--- config.mk ---
export PLATFORM = sky130hd
export DESIGN_NAME = loopback_tester
export DESIGN_NICKNAME = d
export VERILOG_FILES = /design/src/rtl/loopback_pkg.sv /design/src/rtl/lfsr8.sv /design/src/rtl/loopback_tester.sv
export SDC_FILE = /design/constraint.sdc
export NUM_CORES = 1
export LEC_CHECK = 0
export CAP_MARGIN = 25
export CORE_UTILIZATION = 40
export CTS_CLUSTER_SIZE = 10
export DETAILED_ROUTE_END_ITERATION = 16
export PLACE_DENSITY = 0.67
export SYNTH_ARGS = -nofsm -noshare
export SYNTH_HDL_FRONTEND = slang
export SYNTH_SLANG_ARGS = --single-unit
export TNS_END_PERCENT = 30
--- constraint.sdc ---
create_clock -name clk -period 10 [get_ports clk]
set_input_delay 2 -clock clk [delete_from_list [all_inputs] [get_ports clk]]
set_output_delay 2 -clock clk [all_outputs]
set_load 0.005 [all_outputs]
--- src/rtl/loopback_pkg.sv ---
// -----------------------------------------------------------------------------
// loopback_pkg
// Shared types and helpers for the loopback tester and its LFSR.
//   state_t      : tester FSM states (IDLE, RUN, DRAIN, DONE)
//   LFSR_TAPS    : feedback mask for x^8+x^6+x^5+x^4+1
//   LFSR_SEED    : value loaded at the start of every LFSR run
//   expected_rx  : transfer function of the loopback user module
//   lfsr_step    : one Fibonacci LFSR advance
// -----------------------------------------------------------------------------
package loopback_pkg;

   typedef enum logic [1:0] {
      IDLE  = 2'd0,
      RUN   = 2'd1,
      DRAIN = 2'd2,
      DONE  = 2'd3
   } state_t;

   localparam logic [7:0] LFSR_TAPS = 8'hB8;
   localparam logic [7:0] LFSR_SEED = 8'h01;

   // The loopback module returns the AND of the top nibble in bit 7 and
   // bit 0 replicated into bits 6..0.
   function automatic logic [7:0] expected_rx(input logic [7:0] t);
      return {&t[7:4], {7{t[0]}}};
   endfunction

   // Shift left, feedback bit is the parity of the tapped bits (7,5,4,3).
   function automatic logic [7:0] lfsr_step(input logic [7:0] s);
      return {s[6:0], ^(s & LFSR_TAPS)};
   endfunction

endpackage

--- src/rtl/lfsr8.sv ---
// -----------------------------------------------------------------------------
// lfsr8
// 8-bit Fibonacci LFSR (x^8+x^6+x^5+x^4+1), period 255 from any nonzero seed.
//   clk, rst  : clock, asynchronous active-high reset (state -> LFSR_SEED)
//   load      : load seed (has priority over advance)
//   seed      : value to load
//   advance   : step the register once
//   state     : current LFSR value
// -----------------------------------------------------------------------------
module lfsr8
   import loopback_pkg::*;
(
   input  logic       clk,
   input  logic       rst,
   input  logic       load,
   input  logic [7:0] seed,
   input  logic       advance,
   output logic [7:0] state
);

   // NOTE: sequential state is always written with non-blocking assignments so
   // every register samples pre-edge values regardless of block ordering.
   always_ff @(posedge clk or posedge rst) begin
      if (rst) begin
         state <= LFSR_SEED;
      end else if (load) begin
         state <= seed;
      end else if (advance) begin
         state <= lfsr_step(state);
      end
   end

endmodule

--- src/rtl/loopback_tester.sv ---
// -----------------------------------------------------------------------------
// loopback_tester
// Drives a stream of 8-bit vectors into the loopback path, compares each
// returned value LAT cycles later with the loopback transfer function and
// reports pass/fail, a saturating error count and the first failing vector.
//   clk, rst        : clock, asynchronous active-high reset
//   start           : one-cycle run request (ignored while busy)
//   mode            : 0 = counting pattern, 1 = LFSR pattern (sampled at start)
//   n_vec           : number of vectors in the run (sampled at start)
//   tx_data         : registered stimulus, 0 outside RUN
//   rx_data         : returned loopback value, synchronous to clk
//   busy            : run in progress (RUN or DRAIN)
//   done            : sticky completion flag
//   pass            : valid with done, 1 when no mismatch was seen
//   err_cnt         : saturating mismatch count
//   first_err_idx   : index of the first mismatching vector
//   first_err_rx    : rx_data seen at the first mismatch
// -----------------------------------------------------------------------------
module loopback_tester
   import loopback_pkg::*;
#(
   parameter int N_VEC_W = 16,
   parameter int LAT     = 2,
   parameter int ERR_W   = 8
) (
   input  logic               clk,
   input  logic               rst,
   input  logic               start,
   input  logic               mode,
   input  logic [N_VEC_W-1:0] n_vec,
   output logic [7:0]         tx_data,
   input  logic [7:0]         rx_data,
   output logic               busy,
   output logic               done,
   output logic               pass,
   output logic [ERR_W-1:0]   err_cnt,
   output logic [N_VEC_W-1:0] first_err_idx,
   output logic [7:0]         first_err_rx
);

   state_t               state_q, state_d;
   logic                 mode_q;
   logic [N_VEC_W-1:0]   n_vec_q;
   logic [N_VEC_W-1:0]   vec_idx;      // index of the vector currently on tx_data
   logic [N_VEC_W-1:0]   idx_inc;
   logic [3:0]           drain_cnt;
   logic                 first_seen;
   logic [7:0]           lfsr_q;

   // Check pipeline: stage 0 captures the vector on tx_data, stage LAT-1 is
   // compared against rx_data on the following edge.
   logic                 pipe_valid [LAT];
   logic [N_VEC_W-1:0]   pipe_idx   [LAT];
   logic [7:0]           pipe_exp   [LAT];

   logic                 accept;
   logic                 last_vec;
   logic                 drain_end;
   logic                 mismatch;
   logic [ERR_W-1:0]     err_nxt;

   assign accept    = start && (state_q == IDLE || state_q == DONE);
   assign last_vec  = (vec_idx == n_vec_q - N_VEC_W'(1));
   assign drain_end = (drain_cnt == 4'(LAT - 1));
   assign idx_inc   = vec_idx + N_VEC_W'(1);
   assign mismatch  = pipe_valid[LAT-1] && (rx_data != pipe_exp[LAT-1]);
   assign err_nxt   = (mismatch && err_cnt != '1) ? err_cnt + ERR_W'(1) : err_cnt;

   assign busy = (state_q == RUN) || (state_q == DRAIN);
   assign done = (state_q == DONE);

   lfsr8 u_lfsr (
      .clk     (clk),
      .rst     (rst),
      .load    (accept),
      .seed    (LFSR_SEED),
      .advance (state_q == RUN && !last_vec),
      .state   (lfsr_q)
   );

   always_comb begin
      // NOTE: default first so every path assigns state_d and no latch is inferred.
      state_d = state_q;
      unique case (state_q)
         IDLE, DONE: if (start) state_d = (n_vec == '0) ? DONE : RUN;
         RUN:        if (last_vec) state_d = DRAIN;
         DRAIN:      if (drain_end) state_d = DONE;
         default:    state_d = IDLE;
      endcase
   end

   always_ff @(posedge clk or posedge rst) begin
      if (rst) begin
         state_q <= IDLE;
      end else begin
         state_q <= state_d;
      end
   end

   always_ff @(posedge clk or posedge rst) begin
      if (rst) begin
         mode_q        <= 1'b0;
         n_vec_q       <= '0;
         vec_idx       <= '0;
         drain_cnt     <= '0;
         first_seen    <= 1'b0;
         tx_data       <= '0;
         pass          <= 1'b0;
         err_cnt       <= '0;
         first_err_idx <= '0;
         first_err_rx  <= '0;
         // NOTE: the check pipeline is cleared on reset so no stale entry can
         // be compared after a mid-run reset.
         for (int i = 0; i < LAT; i++) begin
            pipe_valid[i] <= 1'b0;
            pipe_idx[i]   <= '0;
            pipe_exp[i]   <= '0;
         end
      end else begin
         // tx_data is only a real vector while in RUN.
         pipe_valid[0] <= (state_q == RUN);
         pipe_idx[0]   <= vec_idx;
         pipe_exp[0]   <= expected_rx(tx_data);
         for (int i = 1; i < LAT; i++) begin
            pipe_valid[i] <= pipe_valid[i-1];
            pipe_idx[i]   <= pipe_idx[i-1];
            pipe_exp[i]   <= pipe_exp[i-1];
         end

         err_cnt <= err_nxt;
         if (mismatch && !first_seen) begin
            first_seen    <= 1'b1;
            first_err_idx <= pipe_idx[LAT-1];
            first_err_rx  <= rx_data;
         end

         unique case (state_q)
            RUN: begin
               if (last_vec) begin
                  tx_data   <= '0;
                  drain_cnt <= '0;
               end else begin
                  vec_idx <= idx_inc;
                  tx_data <= mode_q ? lfsr_step(lfsr_q) : idx_inc[7:0];
               end
            end
            DRAIN: begin
               drain_cnt <= drain_cnt + 4'd1;
               // The last vector is compared on this same edge, so use err_nxt.
               if (drain_end) pass <= (err_nxt == '0);
            end
            default: ;
         endcase

         if (accept) begin
            mode_q        <= mode;
            n_vec_q       <= n_vec;
            vec_idx       <= '0;
            err_cnt       <= '0;
            first_seen    <= 1'b0;
            first_err_idx <= '0;
            first_err_rx  <= '0;
            pass          <= (n_vec == '0);
            tx_data       <= (n_vec != '0 && mode) ? LFSR_SEED : 8'h00;
         end
      end
   end

endmodule

==> results.yml, run 1 <==
run_status:
  outcome: "finished, final reports clean"
synthesis:
  syn_area_um2: 5950
  synth_top_cells_by_area: "sky130_fd_sc_hd__dfrtp_1, sky130_fd_sc_hd__nand2_1, sky130_fd_sc_hd__a21oi_1"
  synth-seq-area-share: 0.534
  mappedNetlistNets: 669
  synth_largest_area_cell: "sky130_fd_sc_hd__dfrtp_1"
  yosys_top_cell_area_share: 0.530
  synthesis.instances: 632
  number_of_enable_type_register_cells_in_the_synthesized_netlist: 0
  synth_top_flop_cell: "sky130_fd_sc_hd__dfrtp_1"
  post-synth-top-count-cell: "sky130_fd_sc_hd__nand2_1"
  synthesis.yosys.warnings: 0
  synth.cells.most_frequent: "sky130_fd_sc_hd__nand2_1, sky130_fd_sc_hd__dfrtp_1, sky130_fd_sc_hd__a21oi_1"
  synth.ff_latch_count: 127
  asyncSetResetFlopFracSynth: 1.00
  synth.avg_cell_area_um2: 9.41
  synthDistinctLibCells: 50
power_and_ir_drop:
  power_density_nw_per_um2: 278
  power_leakage_uw: 0.00325
  max-vdd-ir-drop_mv: 0.128
detailed_routing:
  drt_pass1_iterations: 5
  antenna_violating_nets_post_route: 0
  detailroute.via_count: 4776
  drt-wirelength-per-cell_um: 14.9
  drc: 0
  route.final.wire_length_um: 13300
  drt-initial-drc-count: 427
  route.detailed.vias_per_inst: 5.37
floorplan:
  die_area_um2: 15400
  fp.coreArea_um2: 14500
  fp.dieH_um: 124
  die_width_um: 124
  starting_density_of_the_core: 0.409
  num_rows: 44
  io-pin-count: 71
sta:
  final_hold_viol_count: 0
  timing.setup.tns_ns: 0
  final_critical_path_setup_slack_ns: 5.80
  timing.clock.skew_ns: 0.0100
  timing.final.setup_violations: 0
  tightestPinTransition_ns: 0.865
  shortest_clock_period_the_worst_path_allows_after_layout_ns: 4.20
  setup_repair_after_global_routing_missed_its_margin: "false"
  fmax_mhz: 238
  final_min_period_over_clock_period: 0.420
  report.final.slew_viol_count: 0
  slew_headroom: 0.418
worst_setup_path:
  setup.reg_to_reg.worst_slack_ns: 6.34
  crit-reg2reg-launch: "n_vec_q[2]"
  path_cells: "clkdlybuf4s50_1, or4_1, nor2_1, o21ai_0, nand3_1, or3_1, o21ai_0, a31o_2"
  rr_endpoint: "state_q[1]"
  cp.depth: 8
  crit_path_start: "rx_data[4]"
  cp-end-kind: "flip-flop"
  critPathRequiredTime_ns: 10.36
  cp_slowest_stage_delay_ns: 0.51
  critical_path.max_fanout: 10
  timing.critical_path.slowest_stage_cell: "sky130_fd_sc_hd__o21ai_0"
  timing.critical_path.from_type: "input port"
  critPathBufInv: 1
  setup_crit_path_kind: "input port to flip-flop"
  worstPathArrival_ns: 4.56
  crit_path_end: "pass"
  cp_top_family: "simple AND/OR/NAND/NOR gates"
  critPathMostFrequentCell: "sky130_fd_sc_hd__o21ai_0"
  ff2ff_path_depth: 7
cts:
  clk_transition_reported_paths_ns: 0.06
  cts_inserted_buffers: 17
  clock_root_buffer: "sky130_fd_sc_hd__clkbuf_16"
  clock_sink_count: 127
  cts_post_setup_buffers_inserted: 0
  clock_tree.htree_level_count: 4
  cts_tree: "built"
  maximum_clock_insertion_buffer_count: 2
  clock_latency_ns: 0.42
  cts_hold_bufs: 0
  postCtsResizedCells: 0
placed_design:
  placed_cells: 857
  detail_placement_hpwl_um: 8870
  gp_congestion: 0.935
  preCtsSetupSlack_ns: 5.41
  postPlaceCellArea_um2: 6800
  portBuffers: 70
grt:
  first_global_vias: 4501
  grt.total_usage: 0.188
  grt_pass1_wl_um: 21900
  grt_start_max_net_pins: 89
  grt_antenna_before_repair: 0
  overflow: 0
final_layout:
  final_design_area_no_fill_um2: 7410
  layoutNonFillerInstCount: 889
  drive_gt1_frac: 0.0809
  fillerInstances: 1312
  layout_overhead_on_the_synthesized_area_pct: 24.6
  final_nets: 729
  final_core_utilization: 0.510
  antennaDiodeCount: 0
flow_run:
  timing.max_cap.violations: 0
min_path:
  holdCritPathClass: "flip-flop to flip-flop"
==> cells by family after synthesis <==
group	share of synthesized area
and+or+nand+nor	0.230
DFF	0.534
AOI/OAI and AO/OA	0.124
buffers and inverters	0.0320
xor gates and xnor gates	0.0456
adders and majority gates	0.0189
muxes	0.0145
==> metrics by stage <==
stage	hold slack, ns	power (µW)
CTS	0.347	2070
global placement	0.331	1400
detailed placement	0.335	1430
global route	0.350	2190
floorplan	0.331	1200
finish	0.343	2060
==> layer usage <==
metal / wire (µm) / part of all wire / vias to the layer above / GRT usage
li1: - / - / 2319 / -
met1: 6200 / 0.47 / 2286 / 0.249
met2: 6140 / 0.46 / 149 / 0.292
met3: 686 / 0.052 / 22 / 0.0366
met4: 245 / 0.018 / 0 / 0.0967
met5: 0 / 0 / - / 0
==> worst reg2reg max path, cell delays in order, from the launching register on <==
cell and delay [ns]:
sky130_fd_sc_hd__dfrtp_1 0.46, sky130_fd_sc_hd__or4_1 0.73, sky130_fd_sc_hd__or4_1 0.48, sky130_fd_sc_hd__and2_1 0.20
sky130_fd_sc_hd__or4b_4 0.51, sky130_fd_sc_hd__o41a_1 0.51, sky130_fd_sc_hd__a221o_1 0.36, sky130_fd_sc_hd__mux2_4 0.31
==> state kept, by name, summed over array words and instances (netlist names) <==
| signal | flops |
|---|---|
| vec_idx | 16 |
| state_q | 2 |
| pass | 1 |
| tx_data | 8 |
| pipe_exp | 4 |
| u_lfsr.state | 8 |
| first_err_rx | 8 |
| err_cnt | 8 |
| first_seen | 1 |
| pipe_valid | 2 |
| n_vec_q | 16 |
| mode_q | 1 |
| pipe_idx | 32 |
| first_err_idx | 16 |
| drain_cnt | 4 |
==> worst min path at each step <==
stage                       from           to  slack (ns)  depth (start not counted)
floorplan           pipe_exp[14]  pipe_exp[6]        0.33                          0
global placement    pipe_exp[14]  pipe_exp[6]        0.33                          0
detailed placement  pipe_idx[17]  pipe_idx[1]        0.33                          0
CTS                 pipe_idx[17]  pipe_idx[1]        0.35                          0
global route        pipe_idx[22]  pipe_idx[6]        0.35                          0
finish              pipe_idx[22]  pipe_idx[6]        0.34                          0
==> where the power goes <==
part	switching, µW	internal (µW)
Sequential	122	625
Combinational	397	283
Clock	229	406
==> cell type report <==
cell class	instances	area (µm²)	share of cell area
multi-input combinational	455	2590	0.349
clock inverter	12	160	0.0216
tap	184	230	0.0311
sequential	127	3180	0.429
inverter	16	62.6	0.00844
clock buffer	20	457	0.0616
timing repair buffer	75	738	0.0996
==> cell usage in the layout, fill, tap and decap left out, types with 4 or more instances in the layout <==
cell type and n:
sky130_fd_sc_hd__nor4_1 8, sky130_fd_sc_hd__a21oi_1 66, sky130_fd_sc_hd__inv_1 15, sky130_fd_sc_hd__and3_1 12, sky130_fd_sc_hd__xnor2_1 18, sky130_fd_sc_hd__nand2_1 143, sky130_fd_sc_hd__ha_1 9, sky130_fd_sc_hd__or3_1 15
sky130_fd_sc_hd__buf_4 5, sky130_fd_sc_hd__a31o_2 10, sky130_fd_sc_hd__nand4_1 11, sky130_fd_sc_hd__nand3_1 11, sky130_fd_sc_hd__xor2_1 13, sky130_fd_sc_hd__nand4b_1 4, sky130_fd_sc_hd__clkinvlp_4 4, sky130_fd_sc_hd__or4_1 12
sky130_fd_sc_hd__and2_1 5, sky130_fd_sc_hd__dfrtp_1 126, sky130_fd_sc_hd__o21ai_0 20, sky130_fd_sc_hd__o31ai_1 5, sky130_fd_sc_hd__nor2_1 34, sky130_fd_sc_hd__clkdlybuf4s50_1 70, sky130_fd_sc_hd__clkbuf_16 17, sky130_fd_sc_hd__mux2i_1 6
sky130_fd_sc_hd__nor3_1 10, sky130_fd_sc_hd__nor2b_1 5, sky130_fd_sc_hd__nand2b_1 4
No activity file was read; power rests on OpenSTA's default activity.
==> inputs of run 2 (changes only) <==
- clock period: 10 -> 4.15 ns (I/O delays scaled with it)
==> run 2 against run 1 <==
Against the previous run: count of clock-buffer cells in the layout shrank 3; final cell count grew 0.22%; register-to-register slack lost 5.8 ns.
==> results.yml, run 2 (synthesis results as in run 1) <==
sta:
  report.final.slew_viol_count: 0
  shortest_clock_period_the_worst_path_allows_after_layout_ns: 3.60
  setup_repair_after_global_routing_missed_its_margin: "false"
  timing.final.setup_violations: 0
  timing.clock.skew_ns: 0.00527
  tightestPinTransition_ns: 0.879
  timing.setup.tns_ns: 0
  timing.hold.ws_ns: 0.344
  fmax_mhz: 278
  final_hold_viol_count: 0
  final_min_period_over_clock_period: 0.867
  slew_headroom: 0.413
final_layout:
  largest_register_ffs: 32
  fillerInstances: 1300
  final_nets: 733
  layoutNonFillerInstCount: 891
  regMostFlops: "pipe_idx"
  mostFrequentLayoutCell: "sky130_fd_sc_hd__nand2_1"
  antennaDiodeCount: 0
  drive_gt1_frac: 0.0849
  layout_overhead_on_the_synthesized_area_pct: 25.3
  highest_count_cells_in_the_layout_ignoring_fill_and_taps: "sky130_fd_sc_hd__nand2_1, sky130_fd_sc_hd__dfrtp_1, sky130_fd_sc_hd__clkdlybuf4s50_1"
  final_core_utilization: 0.513
detailed_routing:
  antenna_violating_nets_post_route: 0
  route.detailed.vias_per_inst: 5.34
  detailroute.via_count: 4756
  drt-initial-drc-count: 324
  drc: 0
  drt-wirelength-per-cell_um: 15.1
  route.final.wire_length_um: 13500
  drt_pass1_iterations: 4
floorplan:
  io-pin-count: 71
  die_area_um2: 15400
  fp.coreArea_um2: 14500
  num_rows: 44
  fp.dieH_um: 124
  starting_density_of_the_core: 0.409
  die_width_um: 124
cts:
  clock_sink_count: 127
  clk_transition_reported_paths_ns: 0.06
  cts_hold_bufs: 0
  postCtsResizedCells: 0
  maximum_clock_insertion_buffer_count: 2
  clock_tree.htree_level_count: 4
  cts_tree: "built"
  clock_latency_ns: 0.41
  cts_inserted_buffers: 17
  clock_root_buffer: "sky130_fd_sc_hd__clkbuf_16"
  cts_post_setup_buffers_inserted: 0
worst_setup_path:
  setup_crit_path_kind: "flip-flop to flip-flop"
  cp-end-kind: "flip-flop"
  timing.critical_path.from_type: "flip-flop"
  critical_path.max_fanout: 10
  worstPathArrival_ns: 3.88
  critPathRequiredTime_ns: 4.44
power_and_ir_drop:
  power_density_nw_per_um2: 672
  max-vdd-ir-drop_mv: 0.269
  p_int_uw: 3210
  power.switching_uw: 1800
  power_leakage_uw: 0.00327
  sequentialPowerShare: 0.359
  p_comb_frac: 0.334
  sw_frac_of_total: 0.359
  design_power_total_uw: 5010
  share_clk_of_total_power: 0.308
grt:
  grt_pass1_wl_um: 22000
  overflow: 0
  grt_start_max_net_pins: 68
  grt_antenna_before_repair: 0
  first_global_vias: 4504
  grt.total_usage: 0.187
placed_design:
  placed_cells: 861
  portBuffers: 70
  gp_congestion: 0.917
  detail_placement_hpwl_um: 9500
min_path:
  holdCritPathClass: "flip-flop to flip-flop"
run_status:
  outcome: "finished, final reports clean"
flow_run:
  timing.max_cap.violations: 0
## run 2: cell type report
cell class | count | area (µm²) | share of cell area
clock buffer | 17 | 425 | 0.0571
clock inverter | 13 | 190 | 0.0255
inverter | 16 | 63.8 | 0.00856
multi-input combinational | 455 | 2590 | 0.347
sequential | 127 | 3180 | 0.426
tap | 184 | 230 | 0.0309
timing repair buffer | 79 | 781 | 0.105
## run 2: per-stage QoR
step | worst slack, ns | area, µm²
3_3_place_gp | 0.682 | 6840
4_1_cts | 0.576 | 7460
2_1_floorplan | 0.744 | 5950
6_report | 0.551 | 7460
5_1_grt | 0.377 | 7460
3_5_place_dp | 0.584 | 6840
## run 2: power by group through the flow
stage | clock network [µW] | registers, µW | logic, µW
6_report | 1540 | 1800 | 1670
5_1_grt | 1640 | 1840 | 1850
4_1_cts | 1570 | 1790 | 1680
3_5_place_dp | 0 | 1810 | 1670
3_3_place_gp | 0 | 1800 | 1610
2_1_floorplan | 0 | 1720 | 1180
## run 2: worst paths after layout
kind                            cells past startpoint              end           from  slack (ns)
worst min register to register                      0    pipe_valid[0]  pipe_valid[1]        0.34
worst max-delay path                                7     drain_cnt[2]     n_vec_q[2]        0.55
max in group asynchronous                           3  u_lfsr.state[0]            rst        2.36
min in group asynchronous                           2       first_seen            rst        0.95
worst max register to register                      7     drain_cnt[2]     n_vec_q[2]        0.55
worst min-delay path                                0    pipe_valid[0]  pipe_valid[1]        0.34
## run 2: worst max-delay path, stage by stage, from the launching register on
cell and delay [ns]:
sky130_fd_sc_hd__dfrtp_1 0.46, sky130_fd_sc_hd__or4_1 0.72, sky130_fd_sc_hd__or4_1 0.47, sky130_fd_sc_hd__and2_1 0.19, sky130_fd_sc_hd__or4b_4 0.51, sky130_fd_sc_hd__o41ai_4 0.49, sky130_fd_sc_hd__o21ai_0 0.24, sky130_fd_sc_hd__a221o_1 0.40
## run 2: routing by layer
layer,part of all wire,GRT usage,vias to the layer above
li1,-,-,2317
met1,0.48,0.254,2294
met2,0.46,0.291,125
met3,0.040,0.0353,20
met4,0.020,0.0826,0
met5,0,0,-
